==> src/rtl/blink_pkg.sv <==
// Purpose: shared types and helpers for the status-LED blink arbiter.
// Latency: n/a (types, constants and an elaboration-time helper only).
// Backpressure: n/a.
// Contents: state_e (arbiter FSM states), MS_PER_SEC, ms_div() clock-to-ms divider.
package blink_pkg;

  localparam int MS_PER_SEC = 1000;

  typedef enum logic [1:0] {
    ST_IDLE = 2'd0,
    ST_ON   = 2'd1,
    ST_OFF  = 2'd2,
    ST_GAP  = 2'd3
  } state_e;

  // Clock cycles per millisecond; CLK_FREQ is expected to be a multiple of 1000.
  function automatic int ms_div(input int clk_freq);
    return clk_freq / MS_PER_SEC;
  endfunction

endpackage

==> src/rtl/ms_tick_gen.sv <==
// Purpose: millisecond prescaler; tick is high for one cycle every CLK_FREQ/1000 cycles.
// Latency: restart sampled on an edge gives count 0 in the following cycle; first tick MS_DIV-1 cycles later.
// Backpressure: none, free-running apart from restart.
// Ports: clk, reset (async, active-high), restart (sync clear to 0), tick (high while count == MS_DIV-1).
module ms_tick_gen
  import blink_pkg::*;
#(
  parameter int CLK_FREQ = 100_000_000
) (
  input  logic clk,
  input  logic reset,
  input  logic restart,
  output logic tick
);

  localparam int MS_DIV = ms_div(CLK_FREQ);
  // Guard the degenerate MS_DIV == 1 case so the counter never has zero width.
  localparam int CW = (MS_DIV > 1) ? $clog2(MS_DIV) : 1;
  localparam logic [CW-1:0] LAST = CW'(MS_DIV - 1);

  logic [CW-1:0] cnt_q;
  logic [CW-1:0] cnt_d;

  always_comb begin
    cnt_d = cnt_q + 1'b1;
    if (restart || (cnt_q == LAST)) begin
      cnt_d = '0;
    end
  end

  always_ff @(posedge clk or posedge reset) begin
    if (reset) begin
      cnt_q <= '0;
    end else begin
      cnt_q <= cnt_d;
    end
  end

  assign tick = (cnt_q == LAST);

endmodule

==> src/rtl/blink_arbiter.sv <==
// Purpose: round-robin share of one status LED between N_REQ blink-burst requesters, with a dark gap after each burst.
// Latency: req seen in IDLE -> grant/led high 1 cycle later; each ON/OFF/GAP phase lasts duration*MS_DIV cycles.
// Backpressure: level requests wait (never dropped) while another burst or a gap is in progress; dropping req aborts.
// Ports: clk, reset (async, active-high); req[N_REQ] level requests; rate_ms[N_REQ*RATE_W] per-requester
//        phase length in ms; blinks[N_REQ*CNT_W] per-requester blink count; grant[N_REQ] one-hot while served;
//        done[N_REQ] one-cycle completion pulse; busy (not IDLE); led (high = on).
module blink_arbiter
  import blink_pkg::*;
#(
  parameter int CLK_FREQ = 100_000_000,
  parameter int N_REQ    = 4,
  parameter int RATE_W   = 16,
  parameter int CNT_W    = 8,
  parameter int GAP_MS   = 200
) (
  input  logic                      clk,
  input  logic                      reset,
  input  logic [N_REQ-1:0]          req,
  input  logic [N_REQ*RATE_W-1:0]   rate_ms,
  input  logic [N_REQ*CNT_W-1:0]    blinks,
  output logic [N_REQ-1:0]          grant,
  output logic [N_REQ-1:0]          done,
  output logic                      busy,
  output logic                      led
);

  localparam int PTR_W = $clog2(N_REQ);
  localparam logic [PTR_W-1:0]  LAST_IDX = PTR_W'(N_REQ - 1);
  localparam logic [RATE_W-1:0] GAP_LEN  = RATE_W'(GAP_MS);

  // First set request at or above ptr, wrapping past the top index.
  function automatic logic [PTR_W-1:0] rr_pick(input logic [N_REQ-1:0] r,
                                               input logic [PTR_W-1:0] ptr);
    logic [PTR_W-1:0] sel;
    logic [PTR_W-1:0] cand;
    logic             found;
    sel   = ptr;
    cand  = ptr;
    found = 1'b0;
    for (int k = 0; k < N_REQ; k++) begin
      if (!found && r[cand]) begin
        sel   = cand;
        found = 1'b1;
      end
      cand = (cand == LAST_IDX) ? '0 : cand + 1'b1;
    end
    return sel;
  endfunction

  state_e            state_q,  state_d;
  logic [PTR_W-1:0]  idx_q,    idx_d;
  logic [PTR_W-1:0]  rr_ptr_q, rr_ptr_d;
  logic [RATE_W-1:0] rate_q,   rate_d;
  logic [CNT_W-1:0]  rem_q,    rem_d;
  logic [RATE_W-1:0] phase_q,  phase_d;
  logic [N_REQ-1:0]  done_q,   done_d;

  logic              ms_tick;
  logic              restart;
  logic              phase_end;
  logic [RATE_W-1:0] phase_len;
  logic [PTR_W-1:0]  pick_idx;
  logic [RATE_W-1:0] pick_rate;
  logic [CNT_W-1:0]  pick_blk;
  logic              req_cur;
  logic              last_blink;

  logic [RATE_W-1:0] rate_arr [N_REQ];
  logic [CNT_W-1:0]  blk_arr  [N_REQ];

  always_comb begin
    for (int i = 0; i < N_REQ; i++) begin
      rate_arr[i] = rate_ms[i*RATE_W +: RATE_W];
      blk_arr[i]  = blinks[i*CNT_W +: CNT_W];
    end
  end

  ms_tick_gen #(
    .CLK_FREQ (CLK_FREQ)
  ) u_ms_tick (
    .clk     (clk),
    .reset   (reset),
    .restart (restart),
    .tick    (ms_tick)
  );

  assign pick_idx  = rr_pick(req, rr_ptr_q);
  assign pick_rate = rate_arr[pick_idx];
  assign pick_blk  = blk_arr[pick_idx];
  assign req_cur   = req[idx_q];

  // ON/OFF use the latched rate; GAP uses the fixed gap length. Both are >= 1 ms.
  assign phase_len  = (state_q == ST_GAP) ? GAP_LEN : rate_q;
  assign phase_end  = ms_tick && (phase_q == (phase_len - 1'b1));
  assign last_blink = (rem_q == CNT_W'(1));

  always_comb begin
    state_d  = state_q;
    idx_d    = idx_q;
    rr_ptr_d = rr_ptr_q;
    rate_d   = rate_q;
    rem_d    = rem_q;
    phase_d  = phase_q;
    done_d   = '0;
    restart  = 1'b0;

    if (ms_tick) begin
      phase_d = phase_q + 1'b1;
    end

    unique case (state_q)
      ST_IDLE: begin
        if (|req) begin
          idx_d    = pick_idx;
          rr_ptr_d = (pick_idx == LAST_IDX) ? '0 : pick_idx + 1'b1;
          rate_d   = (pick_rate == '0) ? RATE_W'(1) : pick_rate;
          rem_d    = pick_blk;
          if (pick_blk == '0) begin
            // Nothing to show: acknowledge straight away, still pay the gap.
            done_d[pick_idx] = 1'b1;
            state_d          = ST_GAP;
          end else begin
            state_d = ST_ON;
          end
        end
      end
      ST_ON: begin
        if (!req_cur) begin
          state_d = ST_GAP;
        end else if (phase_end) begin
          state_d = ST_OFF;
        end
      end
      ST_OFF: begin
        // Completion wins over a request dropped on the same cycle.
        if (phase_end && last_blink) begin
          rem_d         = rem_q - 1'b1;
          done_d[idx_q] = 1'b1;
          state_d       = ST_GAP;
        end else if (!req_cur) begin
          state_d = ST_GAP;
        end else if (phase_end) begin
          rem_d   = rem_q - 1'b1;
          state_d = ST_ON;
        end
      end
      ST_GAP: begin
        if (phase_end) begin
          state_d = ST_IDLE;
        end
      end
      default: begin
        state_d = ST_IDLE;
      end
    endcase

    // Every timed phase starts with a fresh ms prescaler and phase count.
    if ((state_d != state_q) && (state_d != ST_IDLE)) begin
      restart = 1'b1;
      phase_d = '0;
    end
  end

  always_ff @(posedge clk or posedge reset) begin
    if (reset) begin
      state_q  <= ST_IDLE;
      idx_q    <= '0;
      rr_ptr_q <= '0;
      rate_q   <= '0;
      rem_q    <= '0;
      phase_q  <= '0;
      done_q   <= '0;
    end else begin
      state_q  <= state_d;
      idx_q    <= idx_d;
      rr_ptr_q <= rr_ptr_d;
      rate_q   <= rate_d;
      rem_q    <= rem_d;
      phase_q  <= phase_d;
      done_q   <= done_d;
    end
  end

  // Outputs decode registered state only, so async reset clears them at once.
  always_comb begin
    grant = '0;
    if ((state_q == ST_ON) || (state_q == ST_OFF)) begin
      grant[idx_q] = 1'b1;
    end
  end

  assign led  = (state_q == ST_ON);
  assign busy = (state_q != ST_IDLE);
  assign done = done_q;

endmodule
==> config.mk <==
export PLATFORM = sky130hd
export DESIGN_NAME = blink_arbiter
export DESIGN_NICKNAME = d
export VERILOG_FILES = /design/src/rtl/blink_pkg.sv /design/src/rtl/ms_tick_gen.sv /design/src/rtl/blink_arbiter.sv
export SDC_FILE = /design/constraint.sdc
export NUM_CORES = 1
export LEC_CHECK = 0
export ABC_AREA = 1
export CELL_PAD_IN_SITES_DETAIL_PLACEMENT = 1
export CELL_PAD_IN_SITES_GLOBAL_PLACEMENT = 1
export CORE_UTILIZATION = 36
export CTS_BUF_LIST = sky130_fd_sc_hd__clkbuf_8 sky130_fd_sc_hd__clkbuf_16
export DETAILED_ROUTE_END_ITERATION = 10
export PLACE_DENSITY = 0.9
export RECOVER_POWER = 25
export SETUP_SLACK_MARGIN = 0.2
export SYNTH_ARGS = -nofsm -noshare
export SYNTH_HDL_FRONTEND = slang
export SYNTH_SLANG_ARGS = --single-unit
==> constraint.sdc <==
create_clock -name clk -period 3.3 [get_ports clk]
set_input_delay 0.33 -clock clk [delete_from_list [all_inputs] [get_ports clk]]
set_output_delay 0.33 -clock clk [all_outputs]
set_load 0.05 [all_outputs]
==> Word-level counts from Yosys, hierarchy flattened <==
Cells that the tools add are included.
{ "op_classes": {"n_eq_ne": 14, "n_addsub": 8, "n_mux": 55, "n_reduce_logical": 23, "bitwise_logic": 1, "n_lt_le_gt_ge": 9} }
{ "ops": {"columns": ["cell", "n"], "rows": [
  ["two-way mux 16 bit", 6],
  ["two-way mux 8 bit", 6],
  ["binary-select mux 16 bit (select 2 bit)", 1],
  ["two-way mux 2 bit", 15],
  ["less-than comparator 2 x 3 -> 1 bit, second input constant", 6],
  ["adder 17 x 1 -> 17 bit, second input constant", 1],
  ["== test 17 bit, second input constant", 1],
  ["two-way mux 17 bit", 1],
  ["adder 16 x 1 -> 16 bit, second input constant", 1],
  ["binary-select mux 8 bit (select 2 bit)", 1],
  ["== test 16 bit", 1],
  ["zero test 16 bit", 1],
  ["two-way mux 4 bit", 4],
  ["one-hot mux 8 bit (2 select lines)", 1],
  ["subtractor 16 x 1 -> 16 bit, second input constant", 1],
  ["== test 2 bit, second input constant", 6],
  ["two-way mux 1 bit", 11],
  ["binary-select mux 1 bit (select 2 bit)", 5],
  ["adder 2 x 1 -> 2 bit, second input constant", 4],
  ["== test 8 x 1 -> 1 bit, second input constant", 1],
  ["logical AND 1 bit", 8],
  ["zero test 8 bit", 1],
  ["one-hot mux 2 bit (4 select lines)", 1],
  ["one-hot mux 4 bit (2 select lines)", 1],
  ["other kinds (16)", 25]
]} }
{ "word_totals": {"output_inout_bits": 10, "input_bits": 102, "ff_bits": 67} }

==> Longest topological paths before layout <==
Gate-level depths: netlist of run 1.
{ "logic_depth": {"depth_word": 25, "ltp_mapped": 29} }

==> By module <==
From an unflattened synthesis of run 1, not the netlist that was laid out.
{ "hier_totals": {"hier_cells": 845, "hier_area_um2": 5695.5} }
{ "by_module_without_submodules": {"columns": ["module", "cells_per_inst", "seq_area_each_um2", "area_per_inst_um2", "instances"], "rows": [
  ["blink_arbiter", 713, 1251.2, 4663.2, 1],
  ["ms_tick_gen", 132, 425.4, 1032.2, 1]
]} }

==> Worst setup path after synthesis of run 1 <==
Ideal clock, no wire load.
{ "synth_path": {"path_kind": "reg2reg", "startpoint": "register state_q[0]", "endpoint": "register u_ms_tick.cnt_q[6]", "t_arrival_ns": 3.018, "setup_time_ns": 0.069, "path_stages_with_launch": 26, "setup_slack_ns": 0.213, "n_path_buf": 2, "synth_period_minus_slack_ns": 3.087, "path_cell_list": "dfrtp_1 > ha_1 > inv_1 > buf_2 > nand2_1 > ha_1 > nand2_1 > nor2_1 > nand3_1 > nor2_1 > xor2_1 > inv_1 > nand3_1 > nor2_1 > nand2_1 > nand2_1 > a21oi_1 > nand3_1 > nand2_1 > nand2_1 > nand2_1 > nand3_2 > nand2_4 > nand2_4 > buf_6 > nor2_2"} }
{ "synth_via": {"elab_chain_len": 14} }
{ "synth_lines": {"columns": ["element", "line", "text"], "rows": [
  ["from (decl)", "blink_arbiter.sv:50", "state_e state_q, state_d;"],
  ["from (signal assigned)", "blink_arbiter.sv:174", "state_q <= state_d;"],
  ["== test 2 bit", "blink_arbiter.sv:93, blink_arbiter.sv:111", null],
  ["two-way mux 16 bit", "blink_arbiter.sv:93", "assign phase_len = (state_q == ST_GAP) ? GAP_LEN : rate_q;"],
  ["subtractor 16 x 1 -> 16 bit", "blink_arbiter.sv:94", "assign phase_end = ms_tick && (phase_q == (phase_len - 1'b1));"],
  ["== test 16 bit", "blink_arbiter.sv:94", null],
  ["logical AND 1 bit", "blink_arbiter.sv:94", null],
  ["two-way mux 2 bit", "blink_arbiter.sv:142", "end else if (phase_end) begin"],
  ["two-way mux 2 bit", "blink_arbiter.sv:140", "end else if (!req_cur) begin"],
  ["two-way mux 2 bit", "blink_arbiter.sv:136", "if (phase_end && last_blink) begin"],
  ["one-hot mux 2 bit (4 select lines)", "blink_arbiter.sv:111", "unique case (state_q)"],
  ["!= test 2 bit / nonzero test 2 bit (equally long branches)", "blink_arbiter.sv:158", "if ((state_d != state_q) && (state_d != ST_IDLE)) begin"],
  ["logical AND 1 bit *", "blink_arbiter.sv:158", null],
  ["two-way mux 1 bit *", "blink_arbiter.sv:158", null],
  ["logical OR 1 bit *", "ms_tick_gen.sv:26", "if (restart || (cnt_q == LAST)) begin"],
  ["two-way mux 17 bit *", "ms_tick_gen.sv:26", null],
  ["net u_ms_tick.cnt_d[6]", "ms_tick_gen.sv:22", "logic [CW-1:0] cnt_d;"],
  ["to (signal assigned)", "ms_tick_gen.sv:35", "cnt_q <= cnt_d;"],
  ["to (decl)", "ms_tick_gen.sv:21", "logic [CW-1:0] cnt_q;"]
]} }
The timed path passes the listed nets; every way through them passes the cells marked *.
A chain may end at the register's enable or synchronous reset.

==> Worst setup path after layout of run 1 <==
{ "layout_path": {"startpoint": "register rr_ptr_q[1]", "endpoint": "register rate_q[0]"} }
{ "layout_via": {"elab_chain_len": 18} }
{ "layout_lines": {"columns": ["element", "line", "text"], "rows": [
  ["from (decl)", "blink_arbiter.sv:52", "logic [PTR_W-1:0] rr_ptr_q, rr_ptr_d;"],
  ["from (signal assigned)", "blink_arbiter.sv:176", "rr_ptr_q <= rr_ptr_d;"],
  ["parallel branches: the longest is 11 deep, another holds adder 2 x 1 -> 2 bit", null, null],
  ["two-way mux 2 bit *", "blink_arbiter.sv:41", "if (!found && r[cand]) begin"],
  ["NOT 2 -> 3 bit (implied by the code) *", "blink_arbiter.sv:88", "assign pick_rate = rate_arr[pick_idx];"],
  ["binary-select mux 16 bit (select 2 bit) *", "blink_arbiter.sv:88", null],
  ["two-way mux 16 bit (implied by the code) * (2 in a row)", "blink_arbiter.sv:88", null],
  ["zero test 16 bit", "blink_arbiter.sv:116", "rate_d = (pick_rate == '0) ? RATE_W'(1) : pick_rate;"],
  ["two-way mux 16 bit *", "blink_arbiter.sv:116", null],
  ["to (signal assigned)", "blink_arbiter.sv:177", "rate_q <= rate_d;"],
  ["to (decl)", "blink_arbiter.sv:53", "logic [RATE_W-1:0] rate_q, rate_d;"]
]} }
Every way passes the cells marked *. The select of a mux whose other input is x is not followed.

==> run summary, run 1 <==
Most common cell in the netlist: nand2_1
Drt first pass iters: 7
Clock Latency Late Sink: 0.34 ns
Die X: 125 microns
Clock Tree Root: clkbuf_16
Worst relative slew slack: 19.1%
Area delta synth->final: 45.4%
TritonCTS clock tree: yes
Period utilization: 107%
Status: complete, but fails checks
Hold_sp: u_ms_tick.cnt_q[0]$_DFF_PP0_
Largest family of logic cells by synthesized area: simple AND/OR/NAND/NOR gates
Pin count of the biggest net entering global routing: 39
Core area: 14700 sq um
Power density over cell area: 302 nW/um^2
Post-Syn Area per Cell: 6.41 sq um
Maximum clock path buffer count: 2
Reg clk slew, reported paths: 0.06 ns
Routed length per placed instance: 20.8 microns
Crit end category: flip-flop
Area after DPL: 6920 sq um
Top post-synthesis cells by count: nand2_1 (223), nor2_1 (120), inv_1 (101)
Ys flop type: dfrtp_1
Crit path from: rr_ptr_q[1]$_DFFE_PP0P_
Worst endpoint required time: 3.51 ns
Seq/Total Area, Yosys: 30.6%
Cell Count Post-Placement: 1154
Cell taking the most area after synthesis: dfrtp_1
Total GRT Usage: 24.9%
DR vias/cell: 5.81
Compound-gate portion of the synthesized area: 13.0%
Layout cells sized above 1: 19.4%
Leak: 3.52 nW
Die area: 15700 sq um
Vias in the first global route: 6480
Chip height: 125 microns
DRC Markers: 0
YS warnings: 0
Least-Margin Pin Slew: 1.21 ns
Final Skew: 0.0102 ns
Filler cells: 1850
# rows: 44
PortBufs: 111
Worst-path fanout max: 16
Final Slew Violations: 0
Final worst setup slack: -0.227 ns
Max Cap Viol: 0
Worst path arrival time: 3.74 ns
Syn nets: 972
Top post-synthesis cells by area: dfrtp_1 (31%), nand2_1 (15%), nor2_1 (8.2%)
Gr ovfl total: 0
Synth Register Bits: 67
Synth top area share: 30.6%
CTS sink cnt: 67
Max Clock Freq: 283 MHz
Final net count: 1120
Synth Instances: 856
Synth Area in Simple Gates: 38.6%
Finish-stage setup viols: 34
DRT Wirelength: 24.8 mm
Adder-cell share of the synthesized area: 3.19%
Hold Crit Class: reg2reg
H-tree Lvls: 3
Yosys cell types: 34
Initial core utilization: 37.3%
ANT nets after route: 0
Reg-to-Reg Start: rr_ptr_q[1]$_DFFE_PP0P_
Unrepaired setup endpoints after global routing: true
Placer Congestion: 0.878
Netlist Area Pre-Place: 5480 sq um
Initial antenna violation count: 0
Fin area: 7970 sq um
Min Tclk post-route: 3.53 ns
Async SR Flop Fraction: 100%
Post-synth EDFFs: 0
Vias: 6921
Num ports: 112
Startpoint types: flip-flop
Mux contribution to synthesized area: 0%
Post-Layout Cell Count: 1192
Xor/xnor share of the synthesized area: 5.04%
Final Hold Fails: 0
First-pass GRT wire length: 31.5 mm
Starting DRT DRC Count: 451
CTS Buf Count: 9
Post-detail-place hpwl: 14.1 mm
Maximum vdd drop: 0.000287 V
Crit path kind: reg2reg
Failing checks: negative setup slack
Inserted Diodes: 0
[layout by cell type, fill, tap and decap left out, types with 3 or more instances in the layout]
cell / netlist / layout
nor4_1: 4 / 4
nor2_4: 1 / 21
clkbuf_16: 0 / 11
clkdlybuf4s50_1: 0 / 110
o211ai_1: 6 / 6
nor2_1: 120 / 96
inv_1: 101 / 99
o21ai_1: 0 / 3
buf_6: 3 / 6
nand4_1: 13 / 13
nand3_1: 83 / 69
xnor2_1: 8 / 8
buf_4: 1 / 38
ha_1: 14 / 11
a21oi_1: 12 / 10
nand3_2: 3 / 15
nor2_2: 13 / 17
nand2_1: 223 / 182
nand2_2: 6 / 43
o21ai_0: 78 / 72
xor2_1: 21 / 17
or2_2: 3 / 3
nand2_4: 3 / 5
o22ai_1: 12 / 12
o22a_1: 12 / 12
inv_4: 0 / 3
clkbuf_8: 0 / 3
nand3b_1: 3 / 3
xor2_2: 0 / 4
nor3_1: 13 / 11
dfrtp_1: 67 / 67
o21ai_2: 1 / 4
nand2_8: 0 / 4
[where the power goes]
group          internal, mW  switching (mW)
Clock                 0.561           0.375
Sequential            0.835          0.0172
Combinational         0.275           0.341
[cell families after synthesis]
family	count (synthesis)
simple gates	489
buf+inv	131
compound gates	125
flops	67
xor+xnor	30
fa+ha+maj	14
[metrics by stage]
stage                     setup TNS, ns  util (%)  hold slack [ns]  setup slack [ns]  total power, mW
after CTS                             0      50.4            0.445             0.201             2.28
after global routing              -9.54      54.2            0.504            -0.327             2.49
final                             -2.97      54.2            0.485            -0.227             2.40
after global placement                0      47.1            0.453            0.0760             1.34
after detailed placement         -0.767      47.1            0.483           -0.0462             1.35
after floorplan                       0         -            0.430             0.213             1.13
[flip-flops by register name, indices dropped and copies added, names as in the netlist]
name,count
rate_q,16
idx_q,2
rem_q,8
state_q,2
u_ms_tick.cnt_q,17
phase_q,16
done,4
rr_ptr_q,2
[routing by layer]
layer  vias to the layer above  global-route usage (%)  part of all wire, %
li1                       3052                       -                    -
met1                      3357                    30.1                   38
met2                       389                    44.3                   50
met3                       123                    4.41                  6.7
met4                         0                    8.54                  5.3
met5                         -                       0                    0
[path summary, 6_finish.rpt]
check | to | slack, ns | cells after the start
min | u_ms_tick.cnt_q[0]$_DFF_PP0_ | 0.49 | 1
max reg2reg | rate_q[0]$_DFFE_PP0P_ | -0.23 | 21
min reg2reg | u_ms_tick.cnt_q[0]$_DFF_PP0_ | 0.49 | 1
min in group asynchronous | done[0]$_DFF_PP0_ | 0.75 | 2
max in group asynchronous | phase_q[9]$_DFFE_PP0P_ | 0.94 | 3
max | rate_q[0]$_DFFE_PP0P_ | -0.23 | 21
[timing repair]
action,4_1_cts,5_1_grt
pin swaps,15,48
hold buffers,0,0
setup endpoints to repair,34,42
resized for setup,33,124
cloned,1,3
buffers inserted,9,10
[critical path, cell delays in order (launching register included)]
cell,delay [ns]
dfrtp_1,0.43
ha_4,0.21
nor2_4,0.24
buf_6,0.15
nand2_1,0.05
nand3_1,0.13
nand2_1,0.11
nand2_1,0.12
nor2_4,0.06
nor2_1,0.17
nand2_2,0.13
nand2_4,0.17
inv_8,0.06
buf_4,0.14
buf_4,0.19
o21ai_0,0.09
o22ai_1,0.15
nor2_1,0.17
nand3_1,0.11
nor2_1,0.12
a21oi_1,0.07
o21ai_0,0.31
[area by class of cell]
type | count | area [sq um] | area share (%)
Multi-Input combinational cell | 660 | 3800 | 47.7
Sequential cell | 67 | 1680 | 21.0
Timing Repair Buffer | 161 | 1570 | 19.7
Inverter | 105 | 417 | 5.23
Clock buffer | 12 | 267 | 3.34
Tap cell | 184 | 230 | 2.89
Clock inverter | 3 | 13.8 | 0.173
No activity file was read; power rests on OpenSTA's default activity.
==> run 2, diff against run 1 <==
--- a/config.mk
+++ b/config.mk
@@ -8,10 +8,12 @@
 export ABC_AREA = 1
 export CELL_PAD_IN_SITES_DETAIL_PLACEMENT = 1
 export CELL_PAD_IN_SITES_GLOBAL_PLACEMENT = 1
-export CORE_UTILIZATION = 36
+export CORE_UTILIZATION = 45
 export CTS_BUF_LIST = sky130_fd_sc_hd__clkbuf_8 sky130_fd_sc_hd__clkbuf_16
 export DETAILED_ROUTE_END_ITERATION = 10
-export PLACE_DENSITY = 0.9
+export DONT_BUFFER_PORTS = 1
+export HOLD_SLACK_MARGIN = 0.12
+export PLACE_DENSITY_LB_ADDON = 0.1
 export RECOVER_POWER = 25
 export SETUP_SLACK_MARGIN = 0.2
 export SYNTH_ARGS = -nofsm -noshare
==> run summary, run 2 (synthesis results as in run 1) <==
Status: complete, but fails checks
Failing checks: max-capacitance violations, max-slew violations, negative setup slack
Period utilization: 111%
TritonCTS clock tree: yes
Startpoint types: flip-flop
Biggest regs: u_ms_tick.cnt_q x17, phase_q x16, rate_q x16
Worst path arrival time: 3.88 ns
Initial core utilization: 47.0%
Hold Crit Class: in2reg
DR vias/cell: 6.58
Worst relative slew slack: -8.25%
CP most frequent cell: nand2_2
Drt first pass iters: 7
ANT nets after route: 0
Most frequent cells in the layout: nand2_1 (160), inv_1 (99), nor2_1 (97), o21ai_0 (68), dfrtp_1 (67)
Max Clock Freq: 273 MHz
Filler cells: 1453
Chip height: 112 microns
Starting DRT DRC Count: 627
Worst Hold Slack: 0.390 ns
Vias in the first global route: 6776
Total GRT Usage: 32.8%
Met1 WL: 9.85 mm
Worst endpoint required time: 3.53 ns
Pin count of the biggest net entering global routing: 36
Crit path kind: reg2reg
Crit-path slowest cell: dfrtp_1
Final Skew: 0.0134 ns
Die area: 12600 sq um
Inserted Diodes: 0
Most flops, register: u_ms_tick.cnt_q
Clock Tree Root: clkbuf_16
Met3 wire length: 2.11 mm
Setup WS pre-CTS: -0.117 ns
Core area: 11700 sq um
Final core utilization: 63.7%
# rows: 39
Maximum clock path buffer count: 2
DRC Markers: 0
Unrepaired setup endpoints after global routing: true
Die X: 112 microns
Buf/Inv on CP: 4
Min Tclk post-route: 3.66 ns
CTS Buf Count: 9
Maximum vdd drop: 0.000260 V
Clock Latency Late Sink: 0.35 ns
Slowest cell delay on critical path: 0.46 ns
Post-detail-place hpwl: 13.3 mm
Power density over cell area: 366 nW/um^2
Routed length per placed instance: 25.6 microns
Worst-path fanout max: 8
Leak: 3.37 nW
Final net count: 1040
PortBufs: 0
Final worst setup slack: -0.358 ns
Most common cell after layout, fill and taps aside: nand2_1
Placer Congestion: 0.900
Final Hold Fails: 0
First-pass GRT wire length: 32.8 mm
Initial antenna violation count: 0
Final Slew Violations: 36
Finish-stage setup viols: 43
CTS sink cnt: 67
Vias: 7056
Met2 Routed Length: 13.1 mm
Crit end category: flip-flop
Top Metal Used: met4
Max Cap Viol: 1
Max reg flops: 17
Gr ovfl total: 0
Least-Margin Pin Slew: 1.62 ns
Layout cells sized above 1: 27.8%
Reg clk slew, reported paths: 0.06 ns
Area delta synth->final: 35.4%
Num ports: 112
DRT Wirelength: 27.4 mm
Critical path's top delay family: simple AND/OR/NAND/NOR gates
H-tree Lvls: 3
run 2: cell count changes in the layout (fill, tap and decap cells not counted), sizes merged:
cell,before,now
clkinv,2,5
inv,106,104
nand2,234,233
buf,47,81
clkdlybuf4s50,110,0
clkbuf,15,10
bufinv,0,2
run 2: layer usage:
layer,up-vias,global-route usage (%)
li1,2900,-
met1,3430,37.9
met2,525,57.3
met3,201,4.32
met4,0,21.0
met5,-,0
run 2: stage by stage:
stage | TNS (ns) | instances | total power, mW | cell area [sq um]
after detailed placement | -2.87 | 996 | 1.23 | 5700
final | -11.99 | 1072 | 2.72 | 7430
after global routing | -13.73 | 1072 | 2.76 | 7430
after floorplan | 0 | 856 | 1.13 | 5480
after global placement | 0 | 996 | 1.21 | 5700
after CTS | 0 | 1058 | 2.44 | 6720
run 2: final cells by class:
cell class | count | area (sq um) | area share, %
inverter | 105 | 442 | 5.95
multi-input combinational | 659 | 4090 | 55.0
tap | 143 | 179 | 2.41
sequential | 67 | 1680 | 22.6
clock inverter | 6 | 81.3 | 1.10
clock buffer | 10 | 239 | 3.22
timing repair buffer | 82 | 722 | 9.72
run 2: path summary, 6_finish.rpt:
| path | end | slack, ns | start | cells past startpoint |
|---|---|---|---|---|
| max in group asynchronous | rate_q[9]$_DFFE_PP0P_ | 1.32 | reset | 3 |
| worst min register to register | u_ms_tick.cnt_q[0]$_DFF_PP0_ | 0.50 | u_ms_tick.cnt_q[0]$_DFF_PP0_ | 1 |
| worst min-delay path | rate_q[14]$_DFFE_PP0P_ | 0.39 | rate_ms[46] | 3 |
| worst max register to register | u_ms_tick.cnt_q[16]$_DFF_PP0_ | -0.36 | rr_ptr_q[0]$_DFFE_PP0P_ | 25 |
| worst max-delay path | u_ms_tick.cnt_q[16]$_DFF_PP0_ | -0.36 | rr_ptr_q[0]$_DFFE_PP0P_ | 25 |
| min in group asynchronous | rr_ptr_q[0]$_DFFE_PP0P_ | 0.94 | reset | 2 |
run 2: where the power goes:
group	switching (mW)	internal [mW]
combinational	0.459	0.317
sequential	0.0192	0.834
clock	0.409	0.678
total	0.887	1.83
run 2: tightest hold or removal path: stages:
cell and delay, ns:
nor2_1 0.08, o22a_1 0.18, o21ai_0 0.09
run 2: timing repair:
item	in CTS	in global routing
resized for setup	95	155
pin swaps	37	49
hold endpoints to repair	33	0
setup buffers	42	14
hold buffers	1	0
setup endpoints to repair	43	46
gates cloned	3	0
==> run 3, diff against run 2 <==
==> constraint.sdc (replaced) <==
create_clock -name clk -period 3.3 [get_ports clk]
set_input_delay 0.33 -clock clk [delete_from_list [all_inputs] [get_ports clk]]
set_output_delay 0.33 -clock clk [all_outputs]
set_load 0.1 [all_outputs]
==> run summary, run 3 (synthesis results as in run 1) <==
Die X: 112 microns
Crit path from: state_q[0]$_DFF_PP0_
Total GRT Usage: 28.5%
Power density over cell area: 335 nW/um^2
Final net count: 1017
CTS sink cnt: 67
Drt first pass iters: 4
DRC Markers: 0
Inserted Diodes: 0
Slowest cell delay on critical path: 0.40 ns
Clock Tree Root: clkbuf_16
Unrepaired setup endpoints after global routing: true
Leak: 3.14 nW
Worst path arrival time: 3.57 ns
Critical Path Sink: u_ms_tick.cnt_q[8]$_DFF_PP0_
R2R Setup Slk: 0.0005 ns
Finish-stage setup viols: 0
Reg2reg end: u_ms_tick.cnt_q[8]$_DFF_PP0_
TritonCTS clock tree: yes
Vias in the first global route: 6071
Comb power frac: 19.9%
Filler cells: 1513
Clock power frac: 43.2%
Biggest regs: u_ms_tick.cnt_q x17, phase_q x16, rate_q x16
Worst endpoint required time: 3.57 ns
Most common cell after layout, fill and taps aside: nand2_1
Final Slew Violations: 0
Placer Congestion: 0.875
Layout cells sized above 1: 23.0%
Area delta synth->final: 25.8%
Hold Crit Class: in2reg
Max Clock Freq: 303 MHz
Period utilization: 100%
DRT Wirelength: 20.0 mm
PortBufs: 0
CTS Buf Count: 9
Maximum clock path buffer count: 2
Worst relative slew slack: 14.6%
H-tree Lvls: 3
P_sw: 0.709 mW
Worst-path fanout max: 11
Status: finished, final reports clean
Final Skew: 0.0116 ns
Num ports: 112
Sequential share of power: 36.9%
Most flops, register: u_ms_tick.cnt_q
Starting DRT DRC Count: 305
Core area: 11700 sq um
Max Cap Viol: 0
DR vias/cell: 5.83
Pin count of the biggest net entering global routing: 39
Post-detail-place hpwl: 13.1 mm
Final worst setup slack: 0.000531 ns
Min Tclk post-route: 3.30 ns
Reg2Reg Depth: 24
Startpoint types: flip-flop
Post-Layout Cell Count: 1049
Crit end category: flip-flop
Internal: 1.60 mW
Reg-to-Reg Start: state_q[0]$_DFF_PP0_
First-pass GRT wire length: 28.8 mm
Final core utilization: 59.2%
Max reg flops: 17
# rows: 39
Maximum vdd drop: 0.000280 V
ANT nets after route: 0
Chip height: 112 microns
Gr ovfl total: 0
Initial core utilization: 47.0%
Least-Margin Pin Slew: 1.27 ns
Crit path kind: reg2reg
Clock Latency Late Sink: 0.35 ns
Vias: 6117
Die area: 12600 sq um
Cell-by-cell trace of the critical path: ha_4 -> inv_8 -> buf_4 -> buf_6 -> nand2_4 -> inv_1 -> nor2_1 -> nand2_1 -> nor2_2 -> nand2_1 -> nand2_1 -> nand2_2 -> nand3b_1 -> nor2_2 -> nand2_4 -> o21ai_1 -> nand2_1 -> nand4_1 -> nand2_4 -> nand2_4 -> nand3_4 -> nand2_8 -> nand2_8 -> nor2_2
Routed length per placed instance: 19.1 microns
Final Hold Fails: 0
Most frequent cells in the layout: nand2_1 (185), inv_1 (98), nor2_1 (91), nand3_1 (68)
Setup WS pre-CTS: -0.0939 ns
Cell Count Post-Placement: 1005
Switch share: 30.7%
Reg clk slew, reported paths: 0.06 ns
Crit-path slowest cell: dfrtp_1
Initial antenna violation count: 0
run 3: cell count changes in the layout (fill, tap and decap cells not counted), moves of 6 or more:
| cell | delta |
|---|---|
| buf_4 | -16 |
| buf_6 | -8 |
| nand2_1 | +25 |
| nand2_2 | -13 |
| nand2_4 | -10 |
| nand3_1 | +8 |
| nor2_1 | -6 |
| nor2_2 | +19 |
| nor2_4 | -13 |
run 3: power groups by stage:
stage / Combinational [mW] / Sequential, mW / Clock (mW)
floorplan: 0.270 / 0.857 / 0
global placement: 0.348 / 0.859 / 0
detailed placement: 0.360 / 0.860 / 0
CTS: 0.384 / 0.847 / 0.991
global route: 0.507 / 0.852 / 1.03
finish: 0.461 / 0.852 / 0.998
run 3: through the flow:
step | total power [mW] | setup TNS, ns | instance area (sq um) | hold slack (ns)
finish | 2.31 | 0 | 6900 | 0.364
global route | 2.39 | -4.68 | 6900 | 0.381
CTS | 2.22 | 0 | 6350 | 0.357
detailed placement | 1.22 | -1.90 | 5800 | 0.338
global placement | 1.21 | 0 | 5800 | 0.324
floorplan | 1.13 | 0 | 5490 | 0.430
run 3: repair_timing:
action	in CTS	in global routing
pin swaps	20	46
hold buffers	1	0
gates resized for setup	52	114
gates cloned	2	2
setup buffers	6	17
hold endpoints to repair	29	0
setup endpoints to repair	34	42
run 3: worst min-delay path by stage:
| stage | from | to | slack, ns | depth (start not counted) |
|---|---|---|---|---|
| 2_1_floorplan | u_ms_tick.cnt_q[0]$_DFF_PP0_ | u_ms_tick.cnt_q[0]$_DFF_PP0_ | 0.43 | 1 |
| 3_3_place_gp | reset | done[3]$_DFF_PP0_ | 0.32 | 1 |
| 3_5_place_dp | reset | done[3]$_DFF_PP0_ | 0.34 | 1 |
| 4_1_cts | rate_ms[41] | rate_q[9]$_DFFE_PP0P_ | 0.36 | 3 |
| 5_1_grt | rate_ms[33] | rate_q[1]$_DFFE_PP0P_ | 0.38 | 4 |
| 6_report | rate_ms[38] | rate_q[6]$_DFFE_PP0P_ | 0.36 | 4 |
run 3: worst max-delay path: cells and delay by family, from the launching register on:
family                   cells  cell delay [ns]
AO/OA/AOI/OAI                1             0.18
flip-flops                   1             0.40
AND/OR/NAND/NOR             18             2.03
adder cells (fa/ha/maj)      1             0.19
buffers and inverters        4             0.42
run 3: layout make-up:
cell class              count  area [sq um]  share of cell area (%)
multi-input cells         660          3830                    55.5
flip-flops and latches     67          1680                    24.3
repair buffers             58           497                    7.20
inverters                 105           424                    6.15
clock buffers               9           225                    3.26
well taps                 143           179                    2.59
clock inverters             7          68.8                   0.997
run 3: layer usage:
layer / vias up / global-route usage (%) / share of wire (%)
met5: - / 0 / 0
met4: 0 / 8.80 / 3.3
met3: 53 / 3.08 / 4.5
met2: 209 / 51.1 / 51
met1: 2995 / 35.9 / 41
li1: 2860 / - / -
